## config.mk

```make
export PLATFORM = sky130hd
export DESIGN_NAME = match_game_core
export DESIGN_NICKNAME = d
export VERILOG_FILES = /design/src/rtl/match_game_core.sv
export SDC_FILE = /design/constraint.sdc
export NUM_CORES = 1
export LEC_CHECK = 0
export BUFFER_PORTS_ARGS = -buffer_cell sky130_fd_sc_hd__clkbuf_2
export CAP_MARGIN = 20
export CORE_UTILIZATION = 62
export CTS_CLUSTER_DIAMETER = 120
export DETAILED_ROUTE_END_ITERATION = 7
export PLACE_DENSITY = 0.83
export SKIP_CTS_REPAIR_TIMING = 1
export SYNTH_ARGS = -nofsm -noshare
export SYNTH_HDL_FRONTEND = slang
export SYNTH_SLANG_ARGS = --single-unit
```

## constraint.sdc

```tcl
create_clock -name clk -period 3.1 [get_ports clk]
set_input_delay 0 -clock clk [delete_from_list [all_inputs] [get_ports clk]]
set_output_delay 0 -clock clk [all_outputs]
set_load 0.02 [all_outputs]
```

## src/rtl/match_game_core.sv

```systemverilog
// match_game_core: match scoring, BCD countdown timer, IDLE/RUN/DONE control and active-low dot-matrix row scan.
// Define MATCH_STREAK_EN to make the 4th and later back-to-back score events worth 2 points each.
module match_game_core #(
    parameter int STATE_W       = 2,
    parameter int ROWS          = 8,
    parameter int SCAN_DIV      = 25000,
    parameter int HOLD_CYCLES   = 1000,
    parameter int TICKS_PER_SEC = 50000000,
    parameter int GAME_SECONDS  = 30
) (
    input  logic                    clk,
    input  logic                    reset,
    input  logic                    start_btn,
    input  logic [STATE_W-1:0]      target_state,
    input  logic [STATE_W-1:0]      player_state,
    output logic [ROWS-1:0]         dot_row,
    output logic [$clog2(ROWS)-1:0] row_idx,
    output logic                    running,
    output logic                    finished,
    output logic                    add_pulse,
    output logic [3:0]              score_ones,
    output logic [3:0]              score_tens,
    output logic [3:0]              time_ones,
    output logic [3:0]              time_tens
);
    localparam int RW = $clog2(ROWS);
    localparam int HW = HOLD_CYCLES > 1 ? $clog2(HOLD_CYCLES) : 1;
    localparam int TW = TICKS_PER_SEC > 1 ? $clog2(TICKS_PER_SEC) : 1;
    localparam int SW = SCAN_DIV > 1 ? $clog2(SCAN_DIV) : 1;
    localparam logic [3:0] GS_T = 4'(GAME_SECONDS / 10);
    localparam logic [3:0] GS_O = 4'(GAME_SECONDS % 10);
    localparam logic [ROWS-1:0] ROW0 = {1'b1, {(ROWS-1){1'b0}}};

    typedef enum logic [1:0] {IDLE, RUN, DONE} state_t;

    state_t          state_q, state_d;
    logic [HW-1:0]   hold_q, hold_d;
    logic [TW-1:0]   tick_q, tick_d;
    logic [SW-1:0]   scan_q, scan_d;
    logic [RW-1:0]   row_q, row_d;
    logic [ROWS-1:0] dot_row_q, dot_row_d;
    logic [7:0]      score_q, score_d, time_q, time_d;
    logic            add_pulse_q, add_pulse_d;
    logic            running_q, running_d, finished_q, finished_d;
    logic            start, stay_run, correct, tick_wrap, scan_wrap, bonus;

    function automatic logic [7:0] bcd_inc(input logic [7:0] v);
        return v == 8'h99 ? v : v[3:0] == 4'd9 ? {v[7:4] + 4'd1, 4'd0} : {v[7:4], v[3:0] + 4'd1};
    endfunction

    function automatic logic [7:0] bcd_dec(input logic [7:0] v);
        return v == 8'h00 ? v : v[3:0] == 4'd0 ? {v[7:4] - 4'd1, 4'd9} : {v[7:4], v[3:0] - 4'd1};
    endfunction

    // control FSM: start from IDLE/DONE, leave RUN once time reads 00 or score reads 99
    always_comb begin
        state_d = state_q;
        if (state_q == RUN) state_d = (time_q == 8'h00 || score_q == 8'h99) ? DONE : RUN;
        else if (start_btn) state_d = RUN;
        start      = state_q != RUN && start_btn;
        stay_run   = state_q == RUN && state_d == RUN;
        running_d  = state_d == RUN;
        finished_d = state_d == DONE;
    end

    // consecutive-match counter; pulses every HOLD_CYCLES matched cycles as long as the game continues
    always_comb begin
        correct     = state_q == RUN && target_state == player_state;
        add_pulse_d = correct && hold_q == HW'(HOLD_CYCLES - 1) && stay_run;
        hold_d      = (correct && hold_q != HW'(HOLD_CYCLES - 1)) ? hold_q + 1'b1 : '0;
    end

    // seconds countdown and BCD score; a pending pulse still lands on the cycle RUN is left
    always_comb begin
        tick_wrap = stay_run && tick_q == TW'(TICKS_PER_SEC - 1);
        tick_d    = (stay_run && !tick_wrap) ? tick_q + 1'b1 : '0;
        time_d    = start ? {GS_T, GS_O} : tick_wrap ? bcd_dec(time_q) : time_q;
        score_d   = start ? 8'h00 :
                    (state_q == RUN && add_pulse_q) ? (bonus ? bcd_inc(bcd_inc(score_q)) : bcd_inc(score_q)) :
                    score_q;
    end

    // row scan: the first divider wrap after start lights row 0, later wraps step to the next row
    always_comb begin
        scan_wrap = scan_q == SW'(SCAN_DIV - 1);
        scan_d    = (stay_run && !scan_wrap) ? scan_q + 1'b1 : '0;
        row_d     = start ? '0 : row_q;
        dot_row_d = '1;
        if (stay_run) begin
            if (scan_wrap && !(&dot_row_q)) row_d = (row_q == RW'(ROWS - 1)) ? '0 : row_q + 1'b1;
            dot_row_d = scan_wrap ? ~(ROW0 >> row_d) : dot_row_q;
        end
    end

`ifdef MATCH_STREAK_EN
    logic [1:0] streak_q, streak_d;
    logic       bonus_q, bonus_d;

    // back-to-back event count saturating at 3; the 4th and later events carry the bonus
    always_comb begin
        streak_d = !correct ? 2'd0 : (add_pulse_d && streak_q != 2'd3) ? streak_q + 2'd1 : streak_q;
        bonus_d  = add_pulse_d && streak_q == 2'd3;
    end

    // streak registers
    always_ff @(posedge clk) begin
        if (reset) begin
            streak_q <= 2'd0;
            bonus_q  <= 1'b0;
        end else begin
            streak_q <= streak_d;
            bonus_q  <= bonus_d;
        end
    end

    assign bonus = bonus_q;
`else
    assign bonus = 1'b0;
`endif

    // state and output registers
    always_ff @(posedge clk) begin
        if (reset) begin
            state_q     <= IDLE;
            hold_q      <= '0;
            tick_q      <= '0;
            scan_q      <= '0;
            row_q       <= '0;
            dot_row_q   <= '1;
            score_q     <= 8'h00;
            time_q      <= {GS_T, GS_O};
            add_pulse_q <= 1'b0;
            running_q   <= 1'b0;
            finished_q  <= 1'b0;
        end else begin
            state_q     <= state_d;
            hold_q      <= hold_d;
            tick_q      <= tick_d;
            scan_q      <= scan_d;
            row_q       <= row_d;
            dot_row_q   <= dot_row_d;
            score_q     <= score_d;
            time_q      <= time_d;
            add_pulse_q <= add_pulse_d;
            running_q   <= running_d;
            finished_q  <= finished_d;
        end
    end

    assign dot_row    = dot_row_q;
    assign row_idx    = row_q;
    assign running    = running_q;
    assign finished   = finished_q;
    assign add_pulse  = add_pulse_q;
    assign score_tens = score_q[7:4];
    assign score_ones = score_q[3:0];
    assign time_tens  = time_q[7:4];
    assign time_ones  = time_q[3:0];
endmodule

```

==> out/qor.txt <==
Max Cap Viol -> 0
RSZ-0062 raised after global routing -> no
r2r setup slk -> 520 ps
gr usage total -> 0.256
post-route ant nets -> 0
Leak -> 0.00154 µW
placer congestion estimate -> 0.834
WP data arrival -> 2850 ps
Yosys top cell by area -> dfxtp_1
Crit Path Class -> reg2reg
Final Critical Period -> 2580 ps
synthesized instance count -> 426
largest net degree at the start of global routing -> 27
syn nets -> 442
Final #Nets -> 481
Clock Sinks -> 83
clk slew on worst S/H paths -> 80 ps
Clk Latency, worst-skew pair -> 350 ps
worst reg2reg endpoint -> tick_q[20]
syn_area_per_cell -> 8.87 µm²
Design Area, Final -> 0.00423 mm²
met1 usage -> 0.309
core area -> 0.00589 mm²
CTS tree -> done
initial antenna violation count -> 0
Die Height -> 80.1 µm
Synth area leaders -> dfxtp_1, nor2_1, xnor2_1
crit path capture type -> flop
CP max stage delay -> 820 ps
port buffer count -> 36
Reg-to-Reg Start -> score_q[5]
Critical Path Fanout Max -> 26
slowest CP cell -> or3_1
status -> finished, final reports clean
placed cell count -> 529
Via density -> 5.79
# fillers -> 464
Synth Cell Area -> 0.00378 mm²
CP startpoint -> score_q[5]
critical-path cell list -> inv_1 -> ha_1 -> and4b_1 -> a21oi_2 -> nand2_1 -> or3_1 -> nor2_1
Post-Route Skew -> 7.73 ps
Worst setup SP type -> flop
Layout Area Growth over Synthesis -> 12.0%
Hold Startpoint -> reset
worst slew pin tran -> 925 ps
GR Util met2 -> 0.437
via count -> 3157
hpwl dp -> 5.17 mm
Hold/Removal Path Class -> in2reg
DRT Pass-1 Iters -> 4
Die W -> 80.1 µm
max frequency -> 0.388 GHz
row cnt -> 28
# setup viols final -> 0
met3 Track Usage GR -> 0.0705
GRT overflow -> 0
setup tns final -> 0 ps
first-pass GRT wire length -> 12.8 mm
R2R cell count -> 7
Final Hold Fails -> 0
DP Area -> 0.00402 mm²
Yosys top cell area share -> 0.440
clk root buf -> clkbuf_8
WHS Endpoint -> row_idx[0]
clk buf depth -> 2
CP required -> 3380 ps
Post-Layout Cell Count -> 545
initial core utilization -> 0.642
DR iter-0 viols -> 128
drt wl/cell -> 14.2 µm
CTS H-tree depth -> 3
top_reg_cell synth -> dfxtp_1
sequential cell area fraction in the yosys report -> 0.440
PwrDens -> 469 mW/mm²
Buffers & Inverters on Critical Path -> 1
Ys Warns -> 0
die area -> 0.00641 mm²
Slew Limit Fails -> 0
slew margin rel. -> 0.375
peak supply drop -> 0.402 mV
hold depth -> 2
Synth async-reset ratio -> 0
Post-Route WL -> 7.75 mm
DRC viols -> 0
#FFs+latches synth -> 83
Ports -> 37
Post-synth EDFFs -> 0
Num CTS Buffers -> 9
delay-heaviest family, CP -> simple AND/OR/NAND/NOR gates
layout cells sized above 1 -> 0.143
busiest grt layer -> met2
Yosys cell types -> 48
fin crit share -> 0.831
diode count -> 0
via count of the first global-routing pass -> 2843
==> report_power, final <==
part | internal (µW) | switching [µW]
Combinational | 16.2 | 45.1
Sequential | 1070 | 4.44
Clock | 455 | 392
Total | 1540 | 442
==> worst register-to-register path, stage by stage (launching register included) <==
cell     delay [ps]
dfxtp_1         400
inv_1            70
ha_1            170
and4b_1         220
a21oi_2         270
nand2_1         320
or3_1           820
nor2_1          240
==> cells in the final DEF, fill, tap and decap left out, types with 3 or more instances in the layout <==
cell	synthesis	final
nor3b_1	3	3
and3_1	9	9
nor4b_1	4	4
nand3_1	18	18
mux2i_1	4	4
xor2_1	23	23
ha_1	9	9
a21oi_1	16	16
inv_1	12	12
or3_1	8	8
nor4bb_1	3	3
o21ai_0	7	7
nor4_1	6	6
xnor2_1	26	26
and4_1	6	6
a31oi_1	9	9
nand2b_1	5	5
nor2_1	77	77
nand4_1	19	19
clkbuf_2	0	36
and2_1	4	4
nor3_1	7	7
nand2_1	25	25
dfxtp_1	83	83
clkbuf_8	0	9
nand3b_1	4	4
==> cell families (layout without fill, tap and decap cells) <==
logic type,after synthesis,count (layout),synth area share
AND/OR/NAND/NOR,213,213,0.303
multiplexers,6,6,0.0166
XOR/XNOR,49,49,0.114
adder cells (fa/ha/maj),9,9,0.0298
AO/OA/AOI/OAI,44,44,0.0718
flip-flops,83,83,0.440
buffers and inverters,22,66,0.0261
==> sequential cells by signal (all words and copies together) (netlist names) <==
| register | flops |
|---|---|
| add_pulse | 1 |
| finished | 1 |
| running | 1 |
| tick_q | 26 |
| score_q | 8 |
| row_idx | 3 |
| dot_row | 8 |
| scan_q | 15 |
| time_q | 8 |
| state_q | 2 |
| hold_q | 10 |
==> how the worst max path moves through the flow <==
stage / end / slack (ps) / cells past startpoint
3_5_place_dp: tick_q[25] / 590 / 7
2_1_floorplan: dot_row[0] / 930 / 8
5_1_grt: tick_q[20] / 270 / 5
6_report: tick_q[20] / 520 / 7
3_3_place_gp: tick_q[16] / 720 / 7
4_1_cts: tick_q[20] / 520 / 7
==> metrics by stage <==
| stage | power, µW | hold slack (ps) | worst slack [ps] | util |
|---|---|---|---|---|
| finish | 1980 | 16.8 | 522 | 0.719 |
| global route | 2050 | 29.2 | 274 | 0.719 |
| CTS | 1990 | 7.74 | 520 | 0.719 |
| detailed placement | 1160 | 371 | 594 | 0.682 |
| global placement | 1160 | 346 | 716 | 0.682 |
| floorplan | 1150 | 193 | 926 | - |
==> metal layers <==
metal,up-vias,part of all wire
met2,69,0.49
met5,-,0
met1,1502,0.45
met4,0,0.016
li1,1574,-
met3,12,0.044
==> cell usage after synthesis, types with 7 or more instances <==
cell and n:
a21oi_1 16, a31oi_1 9, and3_1 9, dfxtp_1 83
ha_1 9, inv_1 12, nand2_1 25, nand3_1 18
nand4_1 19, nor2_1 77, nor3_1 7, o21ai_0 7
or3_1 8, xnor2_1 26, xor2_1 23
==> final cells by class <==
cell class | instances | area (µm²) | share of cell area
Inverter | 12 | 45.0 | 0.0106
Clock buffer | 10 | 128 | 0.0302
Multi-Input combinational cell | 321 | 2020 | 0.477
Tap cell | 75 | 93.8 | 0.0222
Timing Repair Buffer | 38 | 195 | 0.0461
Sequential cell | 83 | 1660 | 0.393
Clock inverter | 6 | 90.1 | 0.0213
No activity file was read; power rests on OpenSTA's default activity.
